`config.mk`:
```
export PLATFORM = sky130hd
export DESIGN_NAME = ukf_sigma_seq_flat
export DESIGN_NICKNAME = d
export VERILOG_FILES = /design/src/rtl/ukf_sigma_seq_if.sv /design/src/rtl/ukf_sigma_seq.sv /design/src/flat_wrapper.sv
export SDC_FILE = /design/constraint.sdc
export NUM_CORES = 2
export LEC_CHECK = 0
export CORE_MARGIN = 10
export CORE_UTILIZATION = 35
export DETAILED_ROUTE_END_ITERATION = 8
export PLACE_DENSITY = 0.61
export SLEW_MARGIN = 20
export SYNTH_ARGS = -nofsm -noshare
export SYNTH_HDL_FRONTEND = slang
export SYNTH_SLANG_ARGS = --single-unit
```
`constraint.sdc`:
```
create_clock -name clk -period 4.78 [get_ports clk]
set_clock_uncertainty 0.15 [all_clocks]
set_input_delay 0.956 -clock clk [delete_from_list [all_inputs] [get_ports clk]]
set_output_delay 0.956 -clock clk [all_outputs]
set_load 0.01 [all_outputs]
```
`src/rtl/ukf_sigma_seq_if.sv`:
```
// Sigma-point stream between ukf_sigma_seq (master) and the weighted-mean
// accumulator (slave): one N_STATE-element vector plus weight per handshake.
interface ukf_sigma_seq_if #(
    parameter int DATA_W  = 32,
    parameter int N_STATE = 6,
    parameter int IDX_W   = 4
);
    logic                        sp_valid;
    logic                        sp_ready;
    logic [N_STATE*DATA_W-1:0]   sp_data;
    logic [DATA_W-1:0]           sp_w;
    logic [IDX_W-1:0]            sp_idx;
    logic                        sp_last;

    modport master (
        output sp_valid, sp_data, sp_w, sp_idx, sp_last,
        input  sp_ready
    );

    modport slave (
        input  sp_valid, sp_data, sp_w, sp_idx, sp_last,
        output sp_ready
    );
endinterface

```
`src/rtl/ukf_sigma_seq.sv`:
```
// UKF sigma-point sequencer: emits mean, then mean +/- each covariance column.
// Define UKF_SIGMA_SAT_EN for saturating arithmetic and a sticky sat_flag.
module ukf_sigma_seq #(
    parameter int DATA_W    = 32,
    parameter int INT_BITS  = 8,
    parameter int FRAC_BITS = 24,
    parameter int N_STATE   = 6,
    parameter int COL_AW    = 3,
    parameter int IDX_W     = 4
) (
    input  logic                      clk,
    input  logic                      rstn,
    input  logic                      start,
    input  logic [N_STATE*DATA_W-1:0] mean,
    input  logic [DATA_W-1:0]         w0,
    input  logic [DATA_W-1:0]         wi,
    output logic                      col_rd_en,
    output logic [COL_AW-1:0]         col_addr,
    input  logic [N_STATE*DATA_W-1:0] col_data,
    ukf_sigma_seq_if.master           sp,
    output logic                      busy,
    output logic                      done,
    output logic                      sat_flag
);

    localparam int VW = N_STATE * DATA_W;

    localparam logic [2:0] S_IDLE      = 3'd0;
    localparam logic [2:0] S_EMIT_MEAN = 3'd1;
    localparam logic [2:0] S_FETCH     = 3'd2;
    localparam logic [2:0] S_WAIT      = 3'd3;
    localparam logic [2:0] S_EMIT_POS  = 3'd4;
    localparam logic [2:0] S_EMIT_NEG  = 3'd5;
    localparam logic [2:0] S_FINISH    = 3'd6;

    localparam logic [COL_AW-1:0] LAST_COL = COL_AW'(N_STATE - 1);

    if (INT_BITS + FRAC_BITS != DATA_W) begin : g_fmt_err
        $error("ukf_sigma_seq: INT_BITS + FRAC_BITS must equal DATA_W");
    end

`ifdef UKF_SIGMA_SAT_EN
    localparam logic [DATA_W-1:0] POS_MAX = {1'b0, {(DATA_W-1){1'b1}}};
    localparam logic [DATA_W-1:0] NEG_MIN = {1'b1, {(DATA_W-1){1'b0}}};

    // Returns {overflow, result}; the sum is formed one bit wider than the operands.
    function automatic logic [DATA_W:0] elem_op(input logic [DATA_W-1:0] a,
                                                input logic [DATA_W-1:0] b,
                                                input logic              sub);
        logic [DATA_W:0] s;
        s = sub ? ({a[DATA_W-1], a} - {b[DATA_W-1], b})
                : ({a[DATA_W-1], a} + {b[DATA_W-1], b});
        if (s[DATA_W] != s[DATA_W-1]) begin
            elem_op = {1'b1, (s[DATA_W] ? NEG_MIN : POS_MAX)};
        end else begin
            elem_op = {1'b0, s[DATA_W-1:0]};
        end
    endfunction
`else
    function automatic logic [DATA_W:0] elem_op(input logic [DATA_W-1:0] a,
                                                input logic [DATA_W-1:0] b,
                                                input logic              sub);
        elem_op = {1'b0, (sub ? (a - b) : (a + b))};
    endfunction
`endif

    logic [2:0]          state_q, state_d;
    logic [VW-1:0]       mean_q, mean_d;
    logic [VW-1:0]       col_q, col_d;
    logic [DATA_W-1:0]   wi_q, wi_d;
    logic [COL_AW-1:0]   c_q, c_d;
    logic [VW-1:0]       sp_data_q, sp_data_d;
    logic [DATA_W-1:0]   sp_w_q, sp_w_d;
    logic [IDX_W-1:0]    sp_idx_q, sp_idx_d;
    logic                sp_valid_q, sp_valid_d;
    logic                sp_last_q, sp_last_d;
    logic                col_rd_en_q, col_rd_en_d;
    logic [COL_AW-1:0]   col_addr_q, col_addr_d;
    logic                busy_q, busy_d;
    logic                done_q, done_d;
    logic                sat_q, sat_d;

    logic [VW-1:0]       pos_data_s, neg_data_s;
    logic                pos_ov_s, neg_ov_s;
    logic [DATA_W:0]     pos_elem_s, neg_elem_s;
    logic                hs_s;

    // Element-wise mean+fresh column (for WAIT) and mean-captured column (for EMIT_POS).
    always_comb begin
        pos_data_s = '0;
        neg_data_s = '0;
        pos_ov_s   = 1'b0;
        neg_ov_s   = 1'b0;
        pos_elem_s = '0;
        neg_elem_s = '0;
        for (int j = 0; j < N_STATE; j++) begin
            pos_elem_s = elem_op(mean_q[j*DATA_W +: DATA_W], col_data[j*DATA_W +: DATA_W], 1'b0);
            neg_elem_s = elem_op(mean_q[j*DATA_W +: DATA_W], col_q[j*DATA_W +: DATA_W], 1'b1);
            pos_data_s[j*DATA_W +: DATA_W] = pos_elem_s[DATA_W-1:0];
            neg_data_s[j*DATA_W +: DATA_W] = neg_elem_s[DATA_W-1:0];
            pos_ov_s = pos_ov_s | pos_elem_s[DATA_W];
            neg_ov_s = neg_ov_s | neg_elem_s[DATA_W];
        end
    end

    assign hs_s = sp_valid_q & sp.sp_ready;

    // Sequencing FSM and point register updates.
    always_comb begin
        state_d   = state_q;
        mean_d    = mean_q;
        col_d     = col_q;
        wi_d      = wi_q;
        c_d       = c_q;
        sp_data_d = sp_data_q;
        sp_w_d    = sp_w_q;
        sp_idx_d  = sp_idx_q;
        sat_d     = sat_q;
        case (state_q)
            S_IDLE: begin
                if (start) begin
                    mean_d    = mean;
                    wi_d      = wi;
                    sat_d     = 1'b0;
                    sp_data_d = mean;
                    sp_w_d    = w0;
                    sp_idx_d  = '0;
                    state_d   = S_EMIT_MEAN;
                end else begin
                    state_d   = S_IDLE;
                end
            end
            S_EMIT_MEAN: begin
                if (hs_s) begin
                    c_d     = '0;
                    state_d = S_FETCH;
                end else begin
                    state_d = S_EMIT_MEAN;
                end
            end
            S_FETCH: begin
                state_d = S_WAIT;
            end
            S_WAIT: begin
                col_d     = col_data;
                sp_data_d = pos_data_s;
                sp_w_d    = wi_q;
                sp_idx_d  = IDX_W'({c_q, 1'b1});
                sat_d     = sat_q | pos_ov_s;
                state_d   = S_EMIT_POS;
            end
            S_EMIT_POS: begin
                if (hs_s) begin
                    sp_data_d = neg_data_s;
                    sp_idx_d  = IDX_W'({c_q, 1'b0}) + IDX_W'(2);
                    sat_d     = sat_q | neg_ov_s;
                    state_d   = S_EMIT_NEG;
                end else begin
                    state_d   = S_EMIT_POS;
                end
            end
            S_EMIT_NEG: begin
                if (hs_s && (c_q == LAST_COL)) begin
                    state_d = S_FINISH;
                end else if (hs_s) begin
                    c_d     = c_q + COL_AW'(1);
                    state_d = S_FETCH;
                end else begin
                    state_d = S_EMIT_NEG;
                end
            end
            S_FINISH: begin
                state_d = S_IDLE;
            end
            default: begin
                state_d = S_IDLE;
            end
        endcase
    end

    // Strobes are decoded from the next state so they register alongside it.
    always_comb begin
        sp_valid_d  = (state_d == S_EMIT_MEAN) || (state_d == S_EMIT_POS) || (state_d == S_EMIT_NEG);
        sp_last_d   = (state_d == S_EMIT_NEG) && (c_d == LAST_COL);
        col_rd_en_d = (state_d == S_FETCH);
        col_addr_d  = (state_d == S_FETCH) ? c_d : '0;
        busy_d      = (state_d != S_IDLE);
        done_d      = (state_d == S_FINISH);
    end

    // State and output registers.
    always_ff @(posedge clk or negedge rstn) begin
        if (!rstn) begin
            state_q     <= S_IDLE;
            mean_q      <= '0;
            col_q       <= '0;
            wi_q        <= '0;
            c_q         <= '0;
            sp_data_q   <= '0;
            sp_w_q      <= '0;
            sp_idx_q    <= '0;
            sp_valid_q  <= 1'b0;
            sp_last_q   <= 1'b0;
            col_rd_en_q <= 1'b0;
            col_addr_q  <= '0;
            busy_q      <= 1'b0;
            done_q      <= 1'b0;
            sat_q       <= 1'b0;
        end else begin
            state_q     <= state_d;
            mean_q      <= mean_d;
            col_q       <= col_d;
            wi_q        <= wi_d;
            c_q         <= c_d;
            sp_data_q   <= sp_data_d;
            sp_w_q      <= sp_w_d;
            sp_idx_q    <= sp_idx_d;
            sp_valid_q  <= sp_valid_d;
            sp_last_q   <= sp_last_d;
            col_rd_en_q <= col_rd_en_d;
            col_addr_q  <= col_addr_d;
            busy_q      <= busy_d;
            done_q      <= done_d;
            sat_q       <= sat_d;
        end
    end

    assign sp.sp_valid = sp_valid_q;
    assign sp.sp_data  = sp_data_q;
    assign sp.sp_w     = sp_w_q;
    assign sp.sp_idx   = sp_idx_q;
    assign sp.sp_last  = sp_last_q;
    assign col_rd_en   = col_rd_en_q;
    assign col_addr    = col_addr_q;
    assign busy        = busy_q;
    assign done        = done_q;
    assign sat_flag    = sat_q;

endmodule

```
`src/flat_wrapper.sv`:
```
// flat-port wrapper written by rule: the top's interface ports become plain ports
module ukf_sigma_seq_flat 
#(
    parameter int DATA_W    = 32,
    parameter int INT_BITS  = 8,
    parameter int FRAC_BITS = 24,
    parameter int N_STATE   = 6,
    parameter int COL_AW    = 3,
    parameter int IDX_W     = 4
)
  (clk, rstn, start, mean, w0, wi, col_rd_en, col_addr, col_data, busy, done, sat_flag, sp_sp_valid, sp_sp_data, sp_sp_w, sp_sp_idx, sp_sp_last, sp_sp_ready);
  ukf_sigma_seq_if #(.DATA_W(DATA_W), .N_STATE(N_STATE), .IDX_W(IDX_W)) sp_i ();
  input  logic clk;
  input  logic rstn;
  input  logic start;
  input  logic [N_STATE*DATA_W-1:0] mean;
  input  logic [DATA_W-1:0] w0;
  input  logic [DATA_W-1:0] wi;
  output logic col_rd_en;
  output logic [COL_AW-1:0] col_addr;
  input  logic [N_STATE*DATA_W-1:0] col_data;
  output logic busy;
  output logic done;
  output logic sat_flag;
  output wire logic [$bits(sp_i.sp_valid)-1:0] sp_sp_valid;
  output wire logic [$bits(sp_i.sp_data)-1:0] sp_sp_data;
  output wire logic [$bits(sp_i.sp_w)-1:0] sp_sp_w;
  output wire logic [$bits(sp_i.sp_idx)-1:0] sp_sp_idx;
  output wire logic [$bits(sp_i.sp_last)-1:0] sp_sp_last;
  input wire logic [$bits(sp_i.sp_ready)-1:0] sp_sp_ready;
  assign sp_sp_valid = sp_i.sp_valid;
  assign sp_sp_data = sp_i.sp_data;
  assign sp_sp_w = sp_i.sp_w;
  assign sp_sp_idx = sp_i.sp_idx;
  assign sp_sp_last = sp_i.sp_last;
  assign sp_i.sp_ready = sp_sp_ready;
  ukf_sigma_seq #(.DATA_W(DATA_W), .INT_BITS(INT_BITS), .FRAC_BITS(FRAC_BITS), .N_STATE(N_STATE), .COL_AW(COL_AW), .IDX_W(IDX_W)) u_core (.clk(clk), .rstn(rstn), .start(start), .mean(mean), .w0(w0), .wi(wi), .col_rd_en(col_rd_en), .col_addr(col_addr), .col_data(col_data), .sp(sp_i), .busy(busy), .done(done), .sat_flag(sat_flag));
endmodule
```
==> results.md <==
Route:
- The violation count after the first detailed-route iteration is 2892.
- The length of the first detailed-routing pass in iterations is 6.
- After detailed routing, the average wire length per cell comes to 20.2 um.
- The post-route antenna net violation count is 0.
- The total number of vias is 41600.
- The final layout contains routed wiring with a total length of 163000 um.
- The via density per instance is 5.18.
- For this run, design rule violations remaining after detail routing come to 0.

GRT:
- The initial antenna violation count is 42.
- The first global-routing pass estimated 247000 um of wire.
- Entering global routing, the biggest net connects 174 pins.
- For this run, the total global-route usage over all layers was measured as 24.1%.
- The number of global-route vias before repair is 41100.
- For this run the aggregate overflow at the end of global routing stands at 0.

Critical path:
- The startpoint type of the worst setup path is a primary input.
- The start-to-end type of the worst setup path is primary input to flip-flop.
- The worst endpoint required time is 5160 ps.
- The cell with the largest stage delay on the worst path is sky130_fd_sc_hd__clkdlybuf4s50_1.
- The maximum fanout count along the critical path is 6.
- The critical path goes through clkdlybuf4s50_1, inv_1, ha_1, nand2b_1, or3_4, nor4_4, buf_6, nor4bb_4, xor2_1, nand2_1, o21ai_2, ha_1, a21o_1, a21o_1, a21oi_1, o21ai_2, a21oi_1, o41ai_2, a41oi_2, or3_1, nand2_1, a221o_1.
- The number of cells on the worst reg-to-reg path is 19.
- The worst setup path is captured at a flip-flop.
- The startpoint identified for the worst register-to-register timing path is u_core.state_q[0].
- The data arrival time of the critical path is 5050 ps.
- The most critical setup path has its startpoint at col_data[64].
- The largest single stage delay on the critical path is 420 ps.

Cells and area:
- The filler cell count in the final layout is 11000.
- The proportion of layout cells with a drive suffix above 1 is 17.4%.
- The area of all placed cells without fillers is 58200 um^2.
- After the flow finishes, the layout carries non-filler instances totaling 8038.
- The area growth from synthesis to layout is 44.4%.
- The area of the multi-input gates is 23800 um^2.
- Summing all flip-flop and latch instances after layout gives 16500 um^2.
- The final layout contains 7091 nets.
- Once layout is complete, the utilization of the core stands at 50.9%.

Pwr:
- Summed over all cells, the static leakage comes to 27.9 nW.
- Power spread over the standard cell area amounts to 736 nW/um^2.
- Across the VDD grid, the largest voltage drop is 0.776 mV.
- Power comes to 42.9 mW.

Logic synthesis:
- The leading register cell type out of synthesis is sky130_fd_sc_hd__dfrtp_1.
- sky130_fd_sc_hd__nand2_1 is the most common cell in the netlist.
- The total of flip-flops plus latches after synthesis is 658.
- The cell accounting for the most synthesized area is sky130_fd_sc_hd__dfrtp_1.
- The gate count after technology mapping is 5162.
- The sequential fraction of the synthesis area is 40.8%.
- By area the synthesized netlist is led by sky130_fd_sc_hd__dfrtp_1, sky130_fd_sc_hd__nand2_1, sky130_fd_sc_hd__ha_1.
- The area of the mapped netlist is 40300 um^2.
- The area share of the largest cell type after synthesis is 40.8%.
- By count the netlist is led by sky130_fd_sc_hd__nand2_1, sky130_fd_sc_hd__dfrtp_1, sky130_fd_sc_hd__o21ai_0.
- Averaged over all synthesized cells, the footprint is 7.81 um^2.
- The synthesis warning total is 0.
- The synthesized design contains 0 enable-type register cells.
- In this run, distinct cell masters in the synthesized netlist total 75.
- Synthesis produced a netlist with a net count of 5815.
- The share of flip-flops with an asynchronous set or reset is 100%.

CTS:
- The clock transition time at the flip-flop clock pins of the worst setup and hold paths is 60 ps.
- TritonCTS built the clock tree.
- The tree built by TritonCTS fans out to 658 sinks.
- The count of hold-fix buffers inserted at cts is 0.
- The maximum count of clock buffers along a single path is 3.
- In this run, CTS created clock tree buffers numbering 81.
- CTS built an H-tree with a depth of 3.
- The clock insertion delay at the later pin of the skew report is 670 ps.
- The master cell of the clock root buffer is sky130_fd_sc_hd__clkbuf_16.

Placement:
- Routability-driven placement finished with a final weighted congestion of 0.920.
- At the placement stage, the worst setup path has a slack of -1050 ps.
- In this run, placement finished with an instance count of 7823.
- The half-perimeter wire length after placement is 120000 um.
- The number of buffers inserted by port buffering is 687.
- The placed cell area is 54100 um^2.

Floorplanning:
- Measured along the y axis, the die boundary spans 359 um.
- For this configuration, the core starts out at a cell density of 35.3%.
- The region available for standard cell placement spans 114000 um^2.
- The count of standard-cell rows is 124.
- In this run the count of I/O pins placed on the die edge is 689.
- The horizontal die dimension is 359 um.
- The floorplan die area is 129000 um^2.

Timing:
- The setup TNS is 0 ps.
- The part of the cycle the worst path needs is 97.8%.
- Measured against its own limit, the worst slew margin works out to 28.3%.
- The peak clock frequency supported by timing is 214 MHz.
- The number of hold violations in the final report is 0.
- The worst-margin pin slew is 1080 ps.
- The worst setup slack after layout is 106 ps.
- Hold is met by 201 ps.
- The number of pins exceeding their max-slew limit in the final report is 0.
- The final critical-path required period is 4670 ps.
- Setup repair after global routing could not meet its margin everywhere.
- The number of setup violations in the final report is 0.

Worst hold path:
- The class of the most critical hold timing path is primary input to asynchronous set/reset pin.

Run status:
- The flow ran to the end, and the final reports show no timing, DRC or antenna violations.

Job:
- The tool flagged a number of max-cap violations equal to 0.
## sequential cells by signal, indices dropped and copies added (netlist names), 3 cells and up
register / cells
u_core.c_q: 3
u_core.col_addr: 3
u_core.col_q: 192
u_core.mean_q: 192
u_core.sp.sp_data: 192
u_core.sp.sp_idx: 4
u_core.sp.sp_w: 32
u_core.state_q: 3
u_core.wi_q: 32
## cells in the final DEF (no fill, tap or decap), types with 49 or more instances in the layout
cell / n
sky130_fd_sc_hd__nand2_1: 1716
sky130_fd_sc_hd__buf_4: 743
sky130_fd_sc_hd__clkdlybuf4s50_1: 663
sky130_fd_sc_hd__dfrtp_1: 658
sky130_fd_sc_hd__o21ai_0: 362
sky130_fd_sc_hd__nor2_1: 328
sky130_fd_sc_hd__a21oi_1: 298
sky130_fd_sc_hd__ha_1: 188
sky130_fd_sc_hd__xor2_1: 166
sky130_fd_sc_hd__xnor2_1: 136
sky130_fd_sc_hd__a21o_1: 97
sky130_fd_sc_hd__clkbuf_16: 85
sky130_fd_sc_hd__a31oi_1: 80
sky130_fd_sc_hd__inv_1: 67
sky130_fd_sc_hd__nand3_1: 51
sky130_fd_sc_hd__nor3_1: 49
## worst max-delay path, delay by kind of cell
family,cells,cell delay [ps]
compound gates,9,1550
simple gates,7,1260
buf+inv,3,670
fa+ha+maj,2,440
xor+xnor,1,160
## timing repair
action,in CTS,in global routing
cloned,0,0
buffers inserted,15,28
setup endpoints to repair,21,77
gates resized for setup,43,207
pin swaps,31,111
## final timing paths
path / end / slack (ps)
min: u_core.col_q[36] / 200
min in group clk: u_core.col_q[105] / 320
max in group asynchronous: u_core.wi_q[18] / 3150
min reg2reg: u_core.col_q[105] / 320
max reg2reg: u_core.sp.sp_data[82] / 370
max: u_core.sp.sp_data[95] / 110
## per-layer routing
layer	track usage (%)	routed length, um	vias to the layer above	share of wire, %
met5	0	189	-	0.12
met4	8.60	5350	30	3.3
met3	5.79	10700	281	6.6
met2	39.5	77000	1062	47
met1	30.7	69500	20200	43
li1	-	-	20100	-
## logic make-up (layout without fill, tap and decap cells)
kind of cell             Yosys count  after routing  synth area share (%)
flip-flops                       658            658                  40.8
other                              1             24               0.00930
XOR/XNOR                         306            306                  6.65
adder cells (fa/ha/maj)          201            201                  6.35
multiplexers                      18             18                 0.450
AND/OR/NAND/NOR                 2510           2510                  26.0
AO/OA/AOI/OAI                   1131           1131                  16.5
buffers and inverters            337           1678                  3.15
## final cells by class
type | count | share of cell area [%]
multi-input cells | 4167 | 40.8
diodes | 23 | 0.0988
flip-flops and latches | 658 | 28.3
repair buffers | 1458 | 22.4
clock inverters | 36 | 0.709
inverters | 72 | 0.464
clock buffers | 112 | 4.05
well taps | 1512 | 3.25
## power by group
| part | switching (mW) | total [mW] | internal, mW |
|---|---|---|---|
| Sequential | 1.67 | 10.0 | 8.33 |
| Clock | 2.61 | 6.49 | 3.88 |
| Combinational | 14.3 | 26.4 | 12.1 |
No activity file was read; power rests on OpenSTA's default activity.
